`src/rtl/uart_pkg.sv`:
```
// Shared UART definitions: receiver state encoding and frame-level constants
// used by both the receiver and the transmitter.
package uart_pkg;

    typedef enum logic [1:0] {
        IDLE  = 2'd0,
        START = 2'd1,
        DATA  = 2'd2,
        STOP  = 2'd3
    } rx_state_t;

    // Line levels of the framing bits; the idle line sits at the stop level.
    localparam logic START_LEVEL       = 1'b0;
    localparam logic STOP_LEVEL        = 1'b1;
    localparam int   DEFAULT_DATA_BITS = 8;

    // 2-of-3 vote used when several samples are taken per bit.
    function automatic logic maj3(input logic a, input logic b, input logic c);
        return (a & b) | (a & c) | (b & c);
    endfunction

endpackage

```
`src/rtl/uart_rx_fifo.sv`:
```
// Show-ahead FIFO for received bytes. The head entry is visible on `head`
// without a pop; `pop` advances to the next entry. A push is accepted while
// full only if a pop happens in the same cycle.
module uart_rx_fifo #(
    parameter int WIDTH = 8,
    parameter int DEPTH = 4
) (
    input  logic             clock_out,
    input  logic             rst,
    input  logic             push,
    input  logic [WIDTH-1:0] push_data,
    input  logic             pop,
    output logic [WIDTH-1:0] head,
    output logic             full,
    output logic             empty
);

    localparam int AW = $clog2(DEPTH);

    logic [WIDTH-1:0] mem [DEPTH];
    logic [AW:0]      wr_ptr;
    logic [AW:0]      rd_ptr;
    logic             do_push;
    logic             do_pop;

    // Pointers carry one extra wrap bit so full and empty are distinguishable.
    assign empty   = (wr_ptr == rd_ptr);
    assign full    = (wr_ptr[AW] != rd_ptr[AW]) && (wr_ptr[AW-1:0] == rd_ptr[AW-1:0]);
    assign do_pop  = pop && !empty;
    assign do_push = push && (!full || do_pop);

    // Head reads as zero while empty so the output is defined right after reset.
    assign head = empty ? '0 : mem[rd_ptr[AW-1:0]];

    // Advance write and read pointers on accepted push and pop.
    always_ff @(posedge clock_out) begin
        if (rst) begin
            wr_ptr <= '0;
            rd_ptr <= '0;
        end else begin
            if (do_push) wr_ptr <= wr_ptr + 1'b1;
            if (do_pop)  rd_ptr <= rd_ptr + 1'b1;
        end
    end

    // NOTE: the storage array has no reset; the pointers alone decide which entries are live.
    always_ff @(posedge clock_out) begin
        if (do_push) mem[wr_ptr[AW-1:0]] <= push_data;
    end

endmodule

```
`src/rtl/uart_rx.sv`:
```
// UART receiver: start bit, DATA_BITS data bits LSB-first, STOP_BITS stop bits.
// The line is oversampled OVERSAMPLE times per bit; finished bytes go into a
// small show-ahead FIFO read through rx_valid / rd_en.
// Build option: define UART_RX_MAJORITY_EN to decide every bit by a 2-of-3
// vote of the samples at mid-1, mid and mid+1 (decision one tick later).
module uart_rx
    import uart_pkg::*;
#(
    parameter int OVERSAMPLE = 16,
    parameter int DATA_BITS  = DEFAULT_DATA_BITS,
    parameter int STOP_BITS  = 2,
    parameter int FIFO_DEPTH = 4
) (
    input  logic                 clock_out,
    input  logic                 rst,
    input  logic                 rx,
    input  logic                 rd_en,
    output logic [DATA_BITS-1:0] rx_data,
    output logic                 rx_valid,
    output logic                 frame_err,
    output logic                 overrun,
    output logic                 busy
);

    localparam int TICK_W = $clog2(OVERSAMPLE);
    localparam int CNT_W  = $clog2((DATA_BITS > STOP_BITS) ? DATA_BITS : STOP_BITS) + 1;

`ifdef UART_RX_MAJORITY_EN
    localparam int START_DEC_I = OVERSAMPLE / 2;
`else
    localparam int START_DEC_I = OVERSAMPLE / 2 - 1;
`endif

    // The start decision is taken at mid-bit; the counter then restarts so
    // every later decision, one full bit period apart, lands on the same phase.
    localparam logic [TICK_W-1:0] START_DEC = TICK_W'(START_DEC_I);
    localparam logic [TICK_W-1:0] BIT_DEC   = TICK_W'(OVERSAMPLE - 1);
    localparam logic [CNT_W-1:0]  LAST_DATA = CNT_W'(DATA_BITS - 1);
    localparam logic [CNT_W-1:0]  LAST_STOP = CNT_W'(STOP_BITS - 1);

    rx_state_t            state;
    logic [TICK_W-1:0]    tick;
    logic [CNT_W-1:0]     cnt;
    logic [DATA_BITS-1:0] shreg;
    logic                 sync_meta;
    logic                 rxs;
    logic                 bit_val;
    logic                 push;
    logic                 fifo_full;
    logic                 fifo_empty;

    // NOTE: non-blocking assignments keep this a true two-stage chain; blocking ones would merge the flops.
    always_ff @(posedge clock_out) begin
        if (rst) begin
            sync_meta <= 1'b1;
            rxs       <= 1'b1;
        end else begin
            sync_meta <= rx;
            rxs       <= sync_meta;
        end
    end

`ifdef UART_RX_MAJORITY_EN
    logic [1:0] hist;

    // Keep the two previous synchronised samples for the 2-of-3 vote.
    always_ff @(posedge clock_out) begin
        if (rst) hist <= 2'b11;
        else     hist <= {hist[0], rxs};
    end

    assign bit_val = maj3(hist[1], hist[0], rxs);
`else
    assign bit_val = rxs;
`endif

    // A byte is complete when the last stop bit is decided high.
    assign push = (state == STOP) && (tick == BIT_DEC) && (cnt == LAST_STOP) &&
                  (bit_val == STOP_LEVEL);
    assign busy = (state != IDLE);

    // Frame FSM: start qualification, data shifting, stop checking.
    always_ff @(posedge clock_out) begin
        if (rst) begin
            state     <= IDLE;
            tick      <= '0;
            cnt       <= '0;
            shreg     <= '0;
            frame_err <= 1'b0;
        end else begin
            frame_err <= 1'b0;
            case (state)
                IDLE: begin
                    tick <= '0;
                    cnt  <= '0;
                    if (rxs == START_LEVEL) state <= START;
                end
                START: begin
                    if (tick == START_DEC) begin
                        tick  <= '0;
                        state <= (bit_val == START_LEVEL) ? DATA : IDLE;
                    end else begin
                        tick <= tick + 1'b1;
                    end
                end
                DATA: begin
                    if (tick == BIT_DEC) begin
                        tick  <= '0;
                        shreg <= {bit_val, shreg[DATA_BITS-1:1]};
                        if (cnt == LAST_DATA) begin
                            cnt   <= '0;
                            state <= STOP;
                        end else begin
                            cnt <= cnt + 1'b1;
                        end
                    end else begin
                        tick <= tick + 1'b1;
                    end
                end
                STOP: begin
                    if (tick == BIT_DEC) begin
                        tick <= '0;
                        if (bit_val != STOP_LEVEL) begin
                            frame_err <= 1'b1;
                            state     <= IDLE;
                        end else if (cnt == LAST_STOP) begin
                            state <= IDLE;
                        end else begin
                            cnt <= cnt + 1'b1;
                        end
                    end else begin
                        tick <= tick + 1'b1;
                    end
                end
                default: state <= IDLE;
            endcase
        end
    end

    // Flag a good byte that the full FIFO cannot take this cycle.
    always_ff @(posedge clock_out) begin
        if (rst) overrun <= 1'b0;
        else     overrun <= push && fifo_full && !(rd_en && rx_valid);
    end

    assign rx_valid = !fifo_empty;

    uart_rx_fifo #(
        .WIDTH (DATA_BITS),
        .DEPTH (FIFO_DEPTH)
    ) u_fifo (
        .clock_out (clock_out),
        .rst       (rst),
        .push      (push),
        .push_data (shreg),
        .pop       (rd_en),
        .head      (rx_data),
        .full      (fifo_full),
        .empty     (fifo_empty)
    );

endmodule

```
`config.mk`:
```
export PLATFORM = sky130hd
export DESIGN_NAME = uart_rx
export DESIGN_NICKNAME = d
export VERILOG_FILES = /design/src/rtl/uart_pkg.sv /design/src/rtl/uart_rx_fifo.sv /design/src/rtl/uart_rx.sv
export SDC_FILE = /design/constraint.sdc
export NUM_CORES = 1
export LEC_CHECK = 0
export ABC_AREA = 1
export CELL_PAD_IN_SITES_DETAIL_PLACEMENT = 1
export CELL_PAD_IN_SITES_GLOBAL_PLACEMENT = 1
export CORE_MARGIN = 2
export CORE_UTILIZATION = 41
export CTS_CLUSTER_SIZE = 8
export DETAILED_ROUTE_END_ITERATION = 7
export PLACE_DENSITY_LB_ADDON = 0.1
export RECOVER_POWER = 50
export SYNTH_ARGS = -nofsm -noshare
export SYNTH_HDL_FRONTEND = slang
export SYNTH_HIERARCHICAL = 1
export SYNTH_SLANG_ARGS = --single-unit
```
`constraint.sdc`:
```
create_clock -name clock_out -period 2.2 [get_ports clock_out]
set_input_delay 0.44 -clock clock_out [delete_from_list [all_inputs] [get_ports clock_out]]
set_output_delay 0.44 -clock clock_out [all_outputs]
set_load 0.05 [all_outputs]
```
==> results_dict.tcl <==
set metrics [dict create \
    status "finished clean" \
    finalHoldViolCount 0 \
    drv_cap 0 \
    grt_use_total_pct 17.21 \
    synth-simple-area-share_pct 21.10 \
    slew_violations 0 \
    gp_congestion 0.8070 \
    vdd_drop_max_mv 0.4104 \
    wl_mm 5.655 \
    worstReg2RegStart "tick[0]" \
    hold_path_class "register to register" \
    totalNegativeSetupSlack_ns 0 \
    grt_setup_unrepaired "false" \
    h-tree-depth 3 \
    hp-start "sync_meta" \
    wire_per_inst_um 14.21 \
    netlist_instances 289 \
    cp-start-kind "register" \
    vias_per_cell 4.985 \
    num_rows 29 \
    cts_resized 0 \
    diodes 0 \
    final_common_cell "nor2_1" \
    dpl.hpwl_mm 4.207 \
    p_per_area_nw_per_um2 727.3 \
    start_util_pct 42.54 \
    drc_errors 0 \
    crit_required_ns 1.76 \
    synthAdderAreaFrac_pct 3.685 \
    grt_max_degree 17 \
    worstSetupEndpointType "output pin" \
    final_cell_mix "nor2_1, nand2_1, inv_1" \
    synth-compound-area-share_pct 9.304 \
    min_period_ns 2.053 \
    cp_max_fo 16 \
    synth_fp_nets 301 \
    drtIter0Drc 75 \
    syn_avg_cell_area_um2 9.399 \
    nets 328 \
    netlist-cell-type-count 32 \
    num-fill-cells 740 \
    area_delta_synth_final_pct 16.17 \
    cts_tree "built" \
    muxShareOfSynthArea_pct 0 \
    portBuffers 15 \
    core-area_um2 6386 \
    skew_ns 0.005270 \
    clk_pin_slew_worst_paths_ns 0.07 \
    dieHeight_um 85.40 \
    drive_gt1_share_pct 14.02 \
    slowest_stage "dfxtp_1" \
    vias 1984 \
    cts_hold_buffers 0 \
    timing.fmax_mhz 487.1 \
    ys_seq_area_share_pct 57.49 \
    postRouteAntennaNets 0 \
    synth_top_family_by_area "simple AND/OR/NAND/NOR gates" \
    dieArea_um2 7292 \
    synth_area_um2 2716 \
    slowest_delay_ns 0.43 \
    clk_latency_ns 0.33 \
    ys_seq_elements 62 \
    clock_path_buffers 2 \
    post_cts_buffers 0 \
    leakagePower_uw 0.001437 \
    worst_ep_arrival_time_ns 1.61 \
    critical_path_class "register to output pin" \
    cts_buffers 9 \
    post-route-period-util_pct 93.31 \
    max_slew.worst_pin.slew_ns 0.4968 \
    drt_pass1_iterations 4 \
    grt_pass1_vias 2007 \
    ctsRootBufferMaster "clkbuf_8" \
    slew_headroom_pct 66.77 \
    crit_chain "clkinv_2 -> nor2_1 -> o32ai_1 -> nand2_1 -> inv_1 -> buf_4" \
    finalSetupViolCount 0 \
    synth-xor-area-share_pct 1.889 \
    antenna_found_initial 0 \
    yosys_warnings 6 \
    die_x_um 85.40 \
    holdWs_ns 0.4176 \
    io_pins 16 \
    clock-sinks 62 \
    grt_pass1_wl_mm 9.597 \
    gr-total-overflow 0 \
]
cells by family (layout without fill, tap and decap cells):
family	Yosys count	in the layout
adder cells (fa/ha/maj)	8	8
AO/OA/AOI/OAI	43	43
buffers and inverters	42	74
XOR/XNOR	5	5
AND/OR/NAND/NOR	129	129
flip-flops	62	62
path summary, 6_finish.rpt:
path | to | slack, ns | cells past startpoint
worst min register to register | bit_val | 0.42 | 1
worst min-delay path | bit_val | 0.42 | 1
worst max-delay path | rx_data[0] | 0.15 | 6
worst max register to register | u_fifo/mem[3][4] | 0.26 | 7
area by class of cell:
cell class / instances / area [um2] / share of cell area [%]
flip-flops and latches: 62 / 1563 / 49.52
multi-input cells: 185 / 974.7 / 30.89
repair buffers: 22 / 190.2 / 6.027
clock buffers: 13 / 181.4 / 5.749
inverters: 36 / 136.4 / 4.322
well taps: 77 / 96.34 / 3.053
clock inverters: 3 / 13.76 / 0.4362
through the flow:
step	setup slack (ns)	utilization (%)	total power, uW	cell area, um2	std cells
CTS	0.06880	49.43	2323	3157	398
finish	0.1472	49.41	2295	3156	398
floorplan	0.1565	-	1322	2716	289
global placement	0.3140	46.38	1356	2962	382
global route	0.01694	49.41	2394	3156	398
detailed placement	0.2140	46.38	1358	2962	382
report_power, final:
| group | switching, uW | internal, uW |
|---|---|---|
| clock | 425 | 540 |
| sequential | 12.2 | 1210 |
| combinational | 72.5 | 32.7 |
worst max-delay path, delay by kind of cell, from the launching register on:
kind	cells	cell delay (ns)
AO/OA/AOI/OAI	1	0.10
buffers and inverters	3	0.47
flip-flops	1	0.43
AND/OR/NAND/NOR	2	0.28
state kept, by name (all words and copies together) (netlist names), 3 cells and up, named ones only:
| name | flops |
|---|---|
| u_fifo/wr_ptr | 3 |
| shreg | 8 |
| tick | 4 |
| u_fifo/mem | 32 |
| cnt | 4 |
| u_fifo/rd_ptr | 3 |
cells in the mapped netlist, drive strengths merged:
library cell / count / share of area (%)
clkinv: 2 / 0.32
or2: 4 / 0.92
a21oi: 15 / 3.0
edfxtp: 32 / 35
o21ai: 20 / 3.7
inv: 34 / 4.7
nor3: 2 / 0.55
xnor2: 2 / 0.92
dfxtp: 30 / 22
and3: 1 / 0.23
nand4: 4 / 1.2
nand3: 16 / 3.5
nand2: 41 / 6.0
buf: 4 / 1.2
nor2: 61 / 8.7
xor2: 3 / 0.97
ha: 8 / 3.7
o32ai: 8 / 2.6
clkbuf: 2 / 0.37
routing by layer:
metal	global-route usage, %	up-vias	part of all wire, %	wire (um)
met5	0	-	0	0
met4	6.494	0	0.94	53
met3	4.767	7	3.2	179
met2	25.99	34	46	2620
met1	23.62	931	50	2802
li1	-	1012	-	-
Power figures use the tool's default switching activity.
